$ cat src/rtl/carpma_bolme_birimi.sv
`default_nettype none
// ============================================================================
//  Module   : carpma_bolme_birimi
//  Brief    : Radix-2 iterative multiply/divide unit for the RV M extension
//             (MUL/MULH/MULHSU/MULHU/DIV/DIVU/REM/REMU). Define
//             CARPMA_BOLME_HIZLI_CARPMA_EN for single-cycle multiplies.
//  Revision : 1.0 - initial release
// ============================================================================
module carpma_bolme_birimi #(
    parameter int XLEN    = 32,
    parameter int SAYAC_W = $clog2(XLEN) + 1
) (
    input  logic            clk_i,
    input  logic            rst_i,
    input  logic            istek_gecerli_i,
    input  logic [2:0]      islem_i,
    input  logic [XLEN-1:0] deger1_i,
    input  logic [XLEN-1:0] deger2_i,
    input  logic            durdur_i,
    input  logic            iptal_i,
    output logic            hazir_o,
    output logic            sonuc_gecerli_o,
    output logic [XLEN-1:0] sonuc_o
);

    localparam logic [1:0] c_BOSTA   = 2'd0;
    localparam logic [1:0] c_HESAPLA = 2'd1;
    localparam logic [1:0] c_SONUC   = 2'd2;

    localparam logic [2:0] c_MUL    = 3'd0;
    localparam logic [2:0] c_MULH   = 3'd1;
    localparam logic [2:0] c_MULHSU = 3'd2;
    localparam logic [2:0] c_MULHU  = 3'd3;
    localparam logic [2:0] c_DIV    = 3'd4;
    localparam logic [2:0] c_DIVU   = 3'd5;
    localparam logic [2:0] c_REM    = 3'd6;
    localparam logic [2:0] c_REMU   = 3'd7;

    localparam logic [XLEN-1:0] c_EN_KUCUK = {1'b1, {(XLEN-1){1'b0}}};

    logic [1:0]         r_durum;
    logic [SAYAC_W-1:0] r_sayac;
    logic [2:0]         r_islem;
    logic               r_sonuc_neg;
    logic               r_kalan_neg;
    logic [XLEN-1:0]    r_b;
    logic [XLEN-1:0]    r_ust;
    logic [XLEN-1:0]    r_alt;
    logic [XLEN-1:0]    r_sonuc;

    // ---------------- accept-time decode ----------------
    logic            w_kabul;
    logic            w_bolme;
    logic            w_isaretli1;
    logic            w_isaretli2;
    logic            w_isaret1;
    logic            w_isaret2;
    logic [XLEN-1:0] w_mag1;
    logic [XLEN-1:0] w_mag2;
    logic            w_sifir;
    logic            w_tasma;
    logic            w_ozel;
    logic [XLEN-1:0] w_ozel_sonuc;
    logic            w_hizli;
    logic [XLEN-1:0] w_hizli_sonuc;

    assign w_kabul = (r_durum == c_BOSTA) && istek_gecerli_i && !iptal_i;
    assign w_bolme = islem_i[2];

    always_comb begin
        w_isaretli1 = 1'b0;
        w_isaretli2 = 1'b0;
        case (islem_i)
            c_MULH, c_DIV, c_REM: begin
                w_isaretli1 = 1'b1;
                w_isaretli2 = 1'b1;
            end
            c_MULHSU: w_isaretli1 = 1'b1;
            default: ;
        endcase
    end

    assign w_isaret1 = w_isaretli1 & deger1_i[XLEN-1];
    assign w_isaret2 = w_isaretli2 & deger2_i[XLEN-1];
    assign w_mag1    = w_isaret1 ? (~deger1_i + 1'b1) : deger1_i;
    assign w_mag2    = w_isaret2 ? (~deger2_i + 1'b1) : deger2_i;

    // Signed overflow only exists for DIV/REM (funct3 bit 0 clear).
    assign w_sifir = (deger2_i == '0);
    assign w_tasma = !islem_i[0] && (deger1_i == c_EN_KUCUK) && (deger2_i == '1);
    assign w_ozel  = w_bolme && (w_sifir || w_tasma);

    always_comb begin
        w_ozel_sonuc = '0;
        if (w_sifir)
            w_ozel_sonuc = islem_i[1] ? deger1_i : '1;
        else
            w_ozel_sonuc = islem_i[1] ? '0 : deger1_i;
    end

`ifdef CARPMA_BOLME_HIZLI_CARPMA_EN
    logic signed [XLEN:0]     w_h_op1;
    logic signed [XLEN:0]     w_h_op2;
    logic signed [2*XLEN+1:0] w_h_urun;

    assign w_h_op1  = $signed({w_isaretli1 & deger1_i[XLEN-1], deger1_i});
    assign w_h_op2  = $signed({w_isaretli2 & deger2_i[XLEN-1], deger2_i});
    assign w_h_urun = w_h_op1 * w_h_op2;
    assign w_hizli  = !w_bolme;
    assign w_hizli_sonuc = (islem_i == c_MUL) ? w_h_urun[XLEN-1:0]
                                              : w_h_urun[2*XLEN-1:XLEN];
`else
    assign w_hizli       = 1'b0;
    assign w_hizli_sonuc = '0;
`endif

    // ---------------- iteration datapath ----------------
    // Shared registers: multiply keeps {r_ust, r_alt} as the 2*XLEN accumulator
    // with the multiplier in r_alt; divide keeps remainder in r_ust and
    // dividend/quotient in r_alt. r_b holds multiplicand or divisor magnitude.
    logic [XLEN:0]   w_topla;
    logic [XLEN-1:0] w_carp_ust;
    logic [XLEN-1:0] w_carp_alt;
    logic [XLEN:0]   w_deneme;
    logic [XLEN:0]   w_fark;
    logic            w_sigar;
    logic [XLEN-1:0] w_bol_ust;
    logic [XLEN-1:0] w_bol_alt;
    logic [XLEN-1:0] w_ust_yeni;
    logic [XLEN-1:0] w_alt_yeni;

    assign w_topla    = {1'b0, r_ust} + (r_alt[0] ? {1'b0, r_b} : '0);
    assign w_carp_ust = w_topla[XLEN:1];
    assign w_carp_alt = {w_topla[0], r_alt[XLEN-1:1]};

    // Remainder stays below the divisor, so bit XLEN of the difference is a
    // reliable borrow flag.
    assign w_deneme  = {r_ust, r_alt[XLEN-1]};
    assign w_fark    = w_deneme - {1'b0, r_b};
    assign w_sigar   = !w_fark[XLEN];
    assign w_bol_ust = w_sigar ? w_fark[XLEN-1:0] : w_deneme[XLEN-1:0];
    assign w_bol_alt = {r_alt[XLEN-2:0], w_sigar};

    assign w_ust_yeni = r_islem[2] ? w_bol_ust : w_carp_ust;
    assign w_alt_yeni = r_islem[2] ? w_bol_alt : w_carp_alt;

    // ---------------- final sign correction ----------------
    logic [2*XLEN-1:0] w_urun;
    logic [2*XLEN-1:0] w_urun_s;
    logic [XLEN-1:0]   w_bolum_s;
    logic [XLEN-1:0]   w_kalan_s;
    logic [XLEN-1:0]   w_son_sonuc;

    assign w_urun    = {w_ust_yeni, w_alt_yeni};
    assign w_urun_s  = r_sonuc_neg ? (~w_urun + 1'b1) : w_urun;
    assign w_bolum_s = r_sonuc_neg ? (~w_alt_yeni + 1'b1) : w_alt_yeni;
    assign w_kalan_s = r_kalan_neg ? (~w_ust_yeni + 1'b1) : w_ust_yeni;

    always_comb begin
        w_son_sonuc = '0;
        case (r_islem)
            c_MUL:                    w_son_sonuc = w_urun_s[XLEN-1:0];
            c_MULH, c_MULHSU, c_MULHU: w_son_sonuc = w_urun_s[2*XLEN-1:XLEN];
            c_DIV, c_DIVU:            w_son_sonuc = w_bolum_s;
            c_REM, c_REMU:            w_son_sonuc = w_kalan_s;
            default:                  w_son_sonuc = '0;
        endcase
    end

    // ---------------- control ----------------
    always_ff @(posedge clk_i or negedge rst_i) begin
        if (!rst_i) begin
            r_durum     <= c_BOSTA;
            r_sayac     <= '0;
            r_islem     <= c_MUL;
            r_sonuc_neg <= 1'b0;
            r_kalan_neg <= 1'b0;
            r_b         <= '0;
            r_ust       <= '0;
            r_alt       <= '0;
            r_sonuc     <= '0;
        end else if (iptal_i) begin
            r_durum <= c_BOSTA;
            r_sayac <= '0;
        end else begin
            case (r_durum)
                c_BOSTA: begin
                    if (w_kabul) begin
                        r_islem     <= islem_i;
                        r_sonuc_neg <= w_isaret1 ^ w_isaret2;
                        r_kalan_neg <= w_isaret1;
                        r_b         <= w_bolme ? w_mag2 : w_mag1;
                        r_alt       <= w_bolme ? w_mag1 : w_mag2;
                        r_ust       <= '0;
                        if (w_ozel) begin
                            r_sonuc <= w_ozel_sonuc;
                            r_durum <= c_SONUC;
                        end else if (w_hizli) begin
                            r_sonuc <= w_hizli_sonuc;
                            r_durum <= c_SONUC;
                        end else begin
                            r_sayac <= SAYAC_W'(XLEN);
                            r_durum <= c_HESAPLA;
                        end
                    end
                end
                c_HESAPLA: begin
                    r_ust   <= w_ust_yeni;
                    r_alt   <= w_alt_yeni;
                    r_sayac <= r_sayac - SAYAC_W'(1);
                    if (r_sayac == SAYAC_W'(1)) begin
                        r_sonuc <= w_son_sonuc;
                        r_durum <= c_SONUC;
                    end
                end
                c_SONUC: begin
                    if (!durdur_i)
                        r_durum <= c_BOSTA;
                end
                default: r_durum <= c_BOSTA;
            endcase
        end
    end

    assign hazir_o         = (r_durum == c_BOSTA);
    assign sonuc_gecerli_o = (r_durum == c_SONUC);
    assign sonuc_o         = r_sonuc;

endmodule
`default_nettype wire

$ cat config.mk
export PLATFORM = sky130hd
export DESIGN_NAME = carpma_bolme_birimi
export DESIGN_NICKNAME = d
export VERILOG_FILES = /design/src/rtl/carpma_bolme_birimi.sv
export SDC_FILE = /design/constraint.sdc
export NUM_CORES = 1
export LEC_CHECK = 0
export ABC_AREA = 0
export CORE_MARGIN = 4
export CORE_UTILIZATION = 50
export CTS_BUF_LIST = sky130_fd_sc_hd__clkbuf_8
export CTS_CLUSTER_SIZE = 30
export DETAILED_ROUTE_END_ITERATION = 8
export PLACE_DENSITY = 0.69
export SLEW_MARGIN = 20
export SYNTH_ARGS = -nofsm -noshare
export SYNTH_HDL_FRONTEND = slang
export SYNTH_SLANG_ARGS = --single-unit
$ cat constraint.sdc
create_clock -name clk_i -period 12.25 [get_ports clk_i]
set_clock_uncertainty 0.1 [all_clocks]
set_input_delay 3.0625 -clock clk_i [delete_from_list [all_inputs] [get_ports clk_i]]
set_output_delay 3.0625 -clock clk_i [all_outputs]
set_load 0.01 [all_outputs]
# After elaboration in Yosys (flattened, before gate mapping)
# Index checks and enable logic that the tools add are counted.
[totals] output_inout_bits=34 word_cells=108 register_bits=141
[op_classes] addsub=8 eq_ne=23 reduce_logical=24 bitwise_logic=9 n_mux=35
[op_table] operator="32-bit two-way mux" count=18
[op_table] operator="32-bit case mux with 2 select lines" count=3
[op_table] operator="32-bit by 1-bit adder with 32-bit output (second input constant)" count=4
[op_table] operator="32-bit inverter" count=4
[op_table] operator="32-bit case mux with 4 select lines" count=1
[op_table] operator="64-bit by 1-bit adder with 64-bit output (second input constant)" count=1
[op_table] operator="32-bit == test (second input constant)" count=2
[op_table] operator="64-bit two-way mux" count=1
[op_table] operator="64-bit inverter" count=1
[op_table] operator="32-bit by 32-bit adder with 33-bit output" count=1
[op_table] operator="33-bit by 32-bit subtractor with 33-bit output" count=1
[op_table] operator="32-bit zero test" count=1
[op_table] operator="3-bit == test (second input constant)" count=6
[op_table] operator="6-bit two-way mux" count=3
[op_table] operator="6-bit case mux with 2 select lines" count=1
[op_table] operator="3-bit AND reduction" count=4
[op_table] operator="2-bit two-way mux" count=5
[op_table] operator="3-bit by 2-bit == test with 1-bit output (second input constant)" count=3
[op_table] operator="3-bit inequality test (second input constant)" count=3
[op_table] operator="3-bit by 1-bit == test with 1-bit output (second input constant)" count=2
[op_table] operator="6-bit by 1-bit == test with 1-bit output (second input constant)" count=1
[op_table] operator="2-bit case mux with 3 select lines" count=1
[op_table] operator="3-bit OR reduction" count=2
[op_table] operator="6-bit by 1-bit subtractor with 6-bit output (second input constant)" count=1
[op_table] operator="other kinds (19)" count=29

# Longest topological paths before layout
[depth] depth_word=9 mapped_depth=26

# Worst setup path before layout
# No wires, ideal clock.
[synth_path] kind="input -> register" startpoint="input port deger1_i[2]" endpoint="register r_sonuc[30], in the netlist sonuc_o[30]" path_buffers=0 setup_ns=0.126 arrival_ns=5.794 setup_slack_ns=6.229 path_stages=11 path_cell_list="nor4_1 > nand2_1 > or2_2 > nor4b_1 > nand3_1 > o211ai_1 > nand2_1 > and2_1 > or4_1 > a21oi_1 > a21oi_2"
[synth_between] elab_chain_cells=7
[synth_lines] element="start: declaration" line_no="17" source="input logic [XLEN-1:0] deger1_i,"
[synth_lines] element="32-bit == test" line_no="90" source="assign w_tasma = !islem_i[0] && (deger1_i == c_EN_KUCUK) && (deger2_i == '1);"
[synth_lines] element="1-bit logical AND (2 in a row)" line_no="90"
[synth_lines] element="1-bit logical OR" line_no="91" source="assign w_ozel = w_bolme && (w_sifir || w_tasma);"
[synth_lines] element="1-bit logical AND" line_no="91"
[synth_lines] element="2-bit by 1-bit inequality test with 1-bit output (no line)"
[synth_lines] element="5-bit AND reduction (no line)"
[synth_lines] element="end signal: assignment" line_no="196" source="r_sonuc <= w_ozel_sonuc;"
[synth_lines] element="end signal: assignment" line_no="199" source="r_sonuc <= w_hizli_sonuc;"
[synth_lines] element="end signal: assignment" line_no="212" source="r_sonuc <= w_son_sonuc;"
[synth_lines] element="end: declaration" line_no="49" source="logic [XLEN-1:0] r_sonuc;"
# Every way passes these cells.
# A chain may end at the register's enable or synchronous reset.

# Worst setup path after layout
# Ends and elaborated chain as after synthesis.

==> key figures <==
Floorplanning
  • Initial core utilization: 50.5%
  • Top Ports: 106
  • Core area: 31500 sq um
  • Std-Cell Rows: 65
  • Die Area: 34700 sq um
  • Die height: 186 microns
  • Die Width: 186 microns

Power
  • Sequential Power Share: 16.6%
  • Combinational power share: 76.4%
  • Sw Ratio: 59.7%
  • NetSw: 3540 uW
  • Clock share of power: 7.1%
  • PD cells: 336 nW/um^2
  • Internal power: 2390 uW
  • P_leak: 0.00717 uW
  • Worst vdd ir: 0.182 mV

GRT
  • Global-route wire length before repair: 102 mm
  • Aggregate global-route resource usage: 38.0%
  • Initial antenna violation count: 2
  • Overflow after GRT: 0
  • Vias in the first global route: 16409
  • Largest net degree at the start of global routing: 97

Routing
  • WL/cell: 25.5 microns
  • Initial drt markers: 2315
  • Detailed Routing Iterations Pass 1: 7
  • Post-route DRC: 0
  • DR vias: 17853
  • Total wire length: 68.5 mm
  • Post-route ant nets: 0
  • Via/cell ratio: 6.64

Run
  • Max Cap Viol: 0

Cells and area
  • Area growth from synthesis to layout: 10.9%
  • Non-Filler Instances: 2689
  • Layout cells sized above 1: 5.20%
  • Final net count: 2419
  • ANT cells: 0
  • Filler cells: 3161

CTS
  • Max Root-Sink Buffers: 2
  • H-Tree Depth: 4
  • Post-CTS setup buffers: 0
  • CTS root buffer: clkbuf_8
  • # hold bufs at CTS: 0
  • CTS tree: built
  • Clk Latency, worst-skew pair: 510 ps
  • TritonCTS buffer count: 17
  • Clk sinks: 141
  • Worst-path clk slew: 90 ps
  • Post-CTS Resized: 0

Yosys
  • Syn_area_per_cell: 7.09 sq um
  • Combinational family with the most area after synthesis: compound AO/OA/AOI/OAI gates
  • Yosys synthesis warning count: 0
  • Most area-consuming cells after synthesis: dfrtp_1, a21oi_1, o21ai_0, nand2_1, ha_1
  • Post-synthesis sequential area ratio: 22.2%
  • Asr flop ratio synth: 100%
  • Synth Instances: 2243
  • Compound-Gate Fraction of Synth Area: 30.3%
  • Synthesized area: 15900 sq um
  • Synth Area in Adders: 5.84%
  • Largest area contributor in the netlist: dfrtp_1
  • Top_reg_cell synth: dfrtp_1
  • Synth Area in XOR/XNOR: 8.64%
  • Simple-Gate Fraction of Synth Area: 24.6%
  • Synthesized flop and latch total: 141
  • Post-synth top area share: 22.2%
  • Post-synth EDFFs: 0
  • Unique masters post-synth: 94
  • Synth Net Count: 2388
  • Post-synthesis mux area share: 3.52%

Worst hold path
  • Type of the tightest min-delay check: register to register

Critical path
  • CP dominant cell by count: nand2_1
  • CP Capture Type: register
  • Max incr delay on CP: 810 ps
  • CP Data Required Time: 12570 ps
  • WP buf/inv: 1
  • Crit path cell chain: clkdlybuf4s50_1, nor4_1, nand2_1, or2_2, nor4b_1, nand3_1, o211ai_1, and2_0, nand2_1, nor2_1, or4_1, a21oi_1, a21oi_2
  • CP max FO: 14
  • Slowest cell on crit path: nor4b_1
  • Delay-heaviest family, CP: simple AND/OR/NAND/NOR gates
  • CP arrival: 7710 ps
  • Reg2reg setup slack: 4920 ps
  • Crit Path Class: input port to register
  • CP Launch Type: input port

STA
  • Slew HR: 22.7%
  • Max Freq: 135 MHz
  • RSZ-0062 raised after global routing: false
  • Final Hold Violating Endpoints: 0
  • Final Cycle Share: 60.4%
  • Worst slew pin tran: 1150 ps
  • Hold Slack: 396 ps
  • Setup TNS: 0 ps
  • Final Max Tran Viols: 0
  • Count of final setup violators: 0
  • Min Tclk post-route: 7400 ps

Placement
  • PortBufs: 105
  • Hpwl dp: 53.5 mm
  • Placed cells: 2657
  • Gp weighted congestion: 1.07

Outcome
  • Status: completed
==> path summary, 6_finish.rpt <==
path                            cells past startpoint                   start                      end
worst max-delay path                               13             deger1_i[2]  sonuc_o[30]$_DFFE_PN0P_
worst min-delay path                                2  sonuc_o[2]$_DFFE_PN0P_   sonuc_o[2]$_DFFE_PN0P_
worst max register to register                     26   r_alt[31]$_DFFE_PN0P_  sonuc_o[28]$_DFFE_PN0P_
worst min register to register                      2  sonuc_o[2]$_DFFE_PN0P_   sonuc_o[2]$_DFFE_PN0P_
max in group asynchronous                           2                   rst_i    r_ust[25]$_DFFE_PN0P_
min in group asynchronous                           1                   rst_i    r_ust[12]$_DFFE_PN0P_
==> metal layers <==
metal / vias up / GRT usage, % / part of all wire (%)
li1: 8194 / - / -
met4: 2 / 17.2 / 5.4
met5: - / 0 / 0.019
met2: 952 / 59.4 / 44
met1: 8537 / 51.1 / 41
met3: 168 / 7.46 / 10
==> cell usage in the layout (no fill, tap or decap), types with 33 or more instances in the layout <==
cell type / instances
inv_1: 68
and2_1: 48
mux2i_1: 48
ha_1: 71
nor3_1: 68
o21ai_0: 236
clkdlybuf4s50_1: 103
nand3_1: 40
xor2_1: 61
nor2_1: 221
dfrtp_1: 140
buf_4: 33
a21oi_1: 242
nand2_1: 301
xnor2_1: 96
==> power groups by stage <==
stage | combinational, uW | clock (uW) | sequential, uW
6_report | 4530 | 419 | 982
5_1_grt | 4840 | 444 | 1000
4_1_cts | 4390 | 419 | 966
3_5_place_dp | 4360 | 0 | 975
3_3_place_gp | 4340 | 0 | 971
2_1_floorplan | 2910 | 0 | 854
==> registers in the layout, indices dropped and copies added (netlist names) <==
register and count:
r_islem 3, sonuc_o 32, r_sayac 6, r_b 32, r_sonuc_neg 1, r_durum 2, r_kalan_neg 1, r_alt 32
r_ust 32
==> cells by family after synthesis <==
family	Yosys count
fa+ha+maj	73
simple gates	839
xor+xnor	157
mux	55
flops	141
compound gates	782
buf+inv	196
==> Yosys cell counts, types with 14 or more instances <==
cell,n
nor2_1,223
nand3_1,40
a211oi_1,30
o21a_1,15
mux2i_1,48
a21oi_1,242
inv_1,68
nor3_1,69
ha_1,71
o21ai_0,236
or3_1,24
buf_2,14
a31oi_1,32
clkbuf_1,94
xor2_1,61
o21ai_1,15
dfrtp_1,141
o211ai_1,31
nand2b_1,16
xnor2_1,96
a21o_1,23
nand4_1,22
nand2_1,301
and2_1,48
a22o_1,19
nor4_1,15
o31ai_1,19
==> stage by stage <==
step                util (%)  total power (uW)  setup WS, ps  cell area [sq um]
CTS                     56.0              5770          5060              17600
detailed placement      54.7              5340          4580              17200
finish                  56.0              5930          4850              17600
global route            56.0              6280          4550              17600
floorplan                  -              3770          6230              15900
global placement        54.7              5310          4790              17200
==> tightest hold or removal path, delay by kind of cell, from the launching register on <==
family           cells  cell delay [ps]
AO/OA/AOI/OAI        1               60
flip-flops           1              360
AND/OR/NAND/NOR      1               50
==> area by class of cell <==
| class | instances | area, sq um | area share [%] |
|---|---|---|---|
| sequential | 141 | 3530 | 20.0 |
| clock buffer | 17 | 234 | 1.33 |
| tap | 402 | 503 | 2.85 |
| timing repair buffer | 138 | 1290 | 7.34 |
| multi-input combinational | 1906 | 11600 | 66.0 |
| clock inverter | 15 | 176 | 1.00 |
| inverter | 70 | 263 | 1.49 |
No activity file was read; power rests on OpenSTA's default activity.
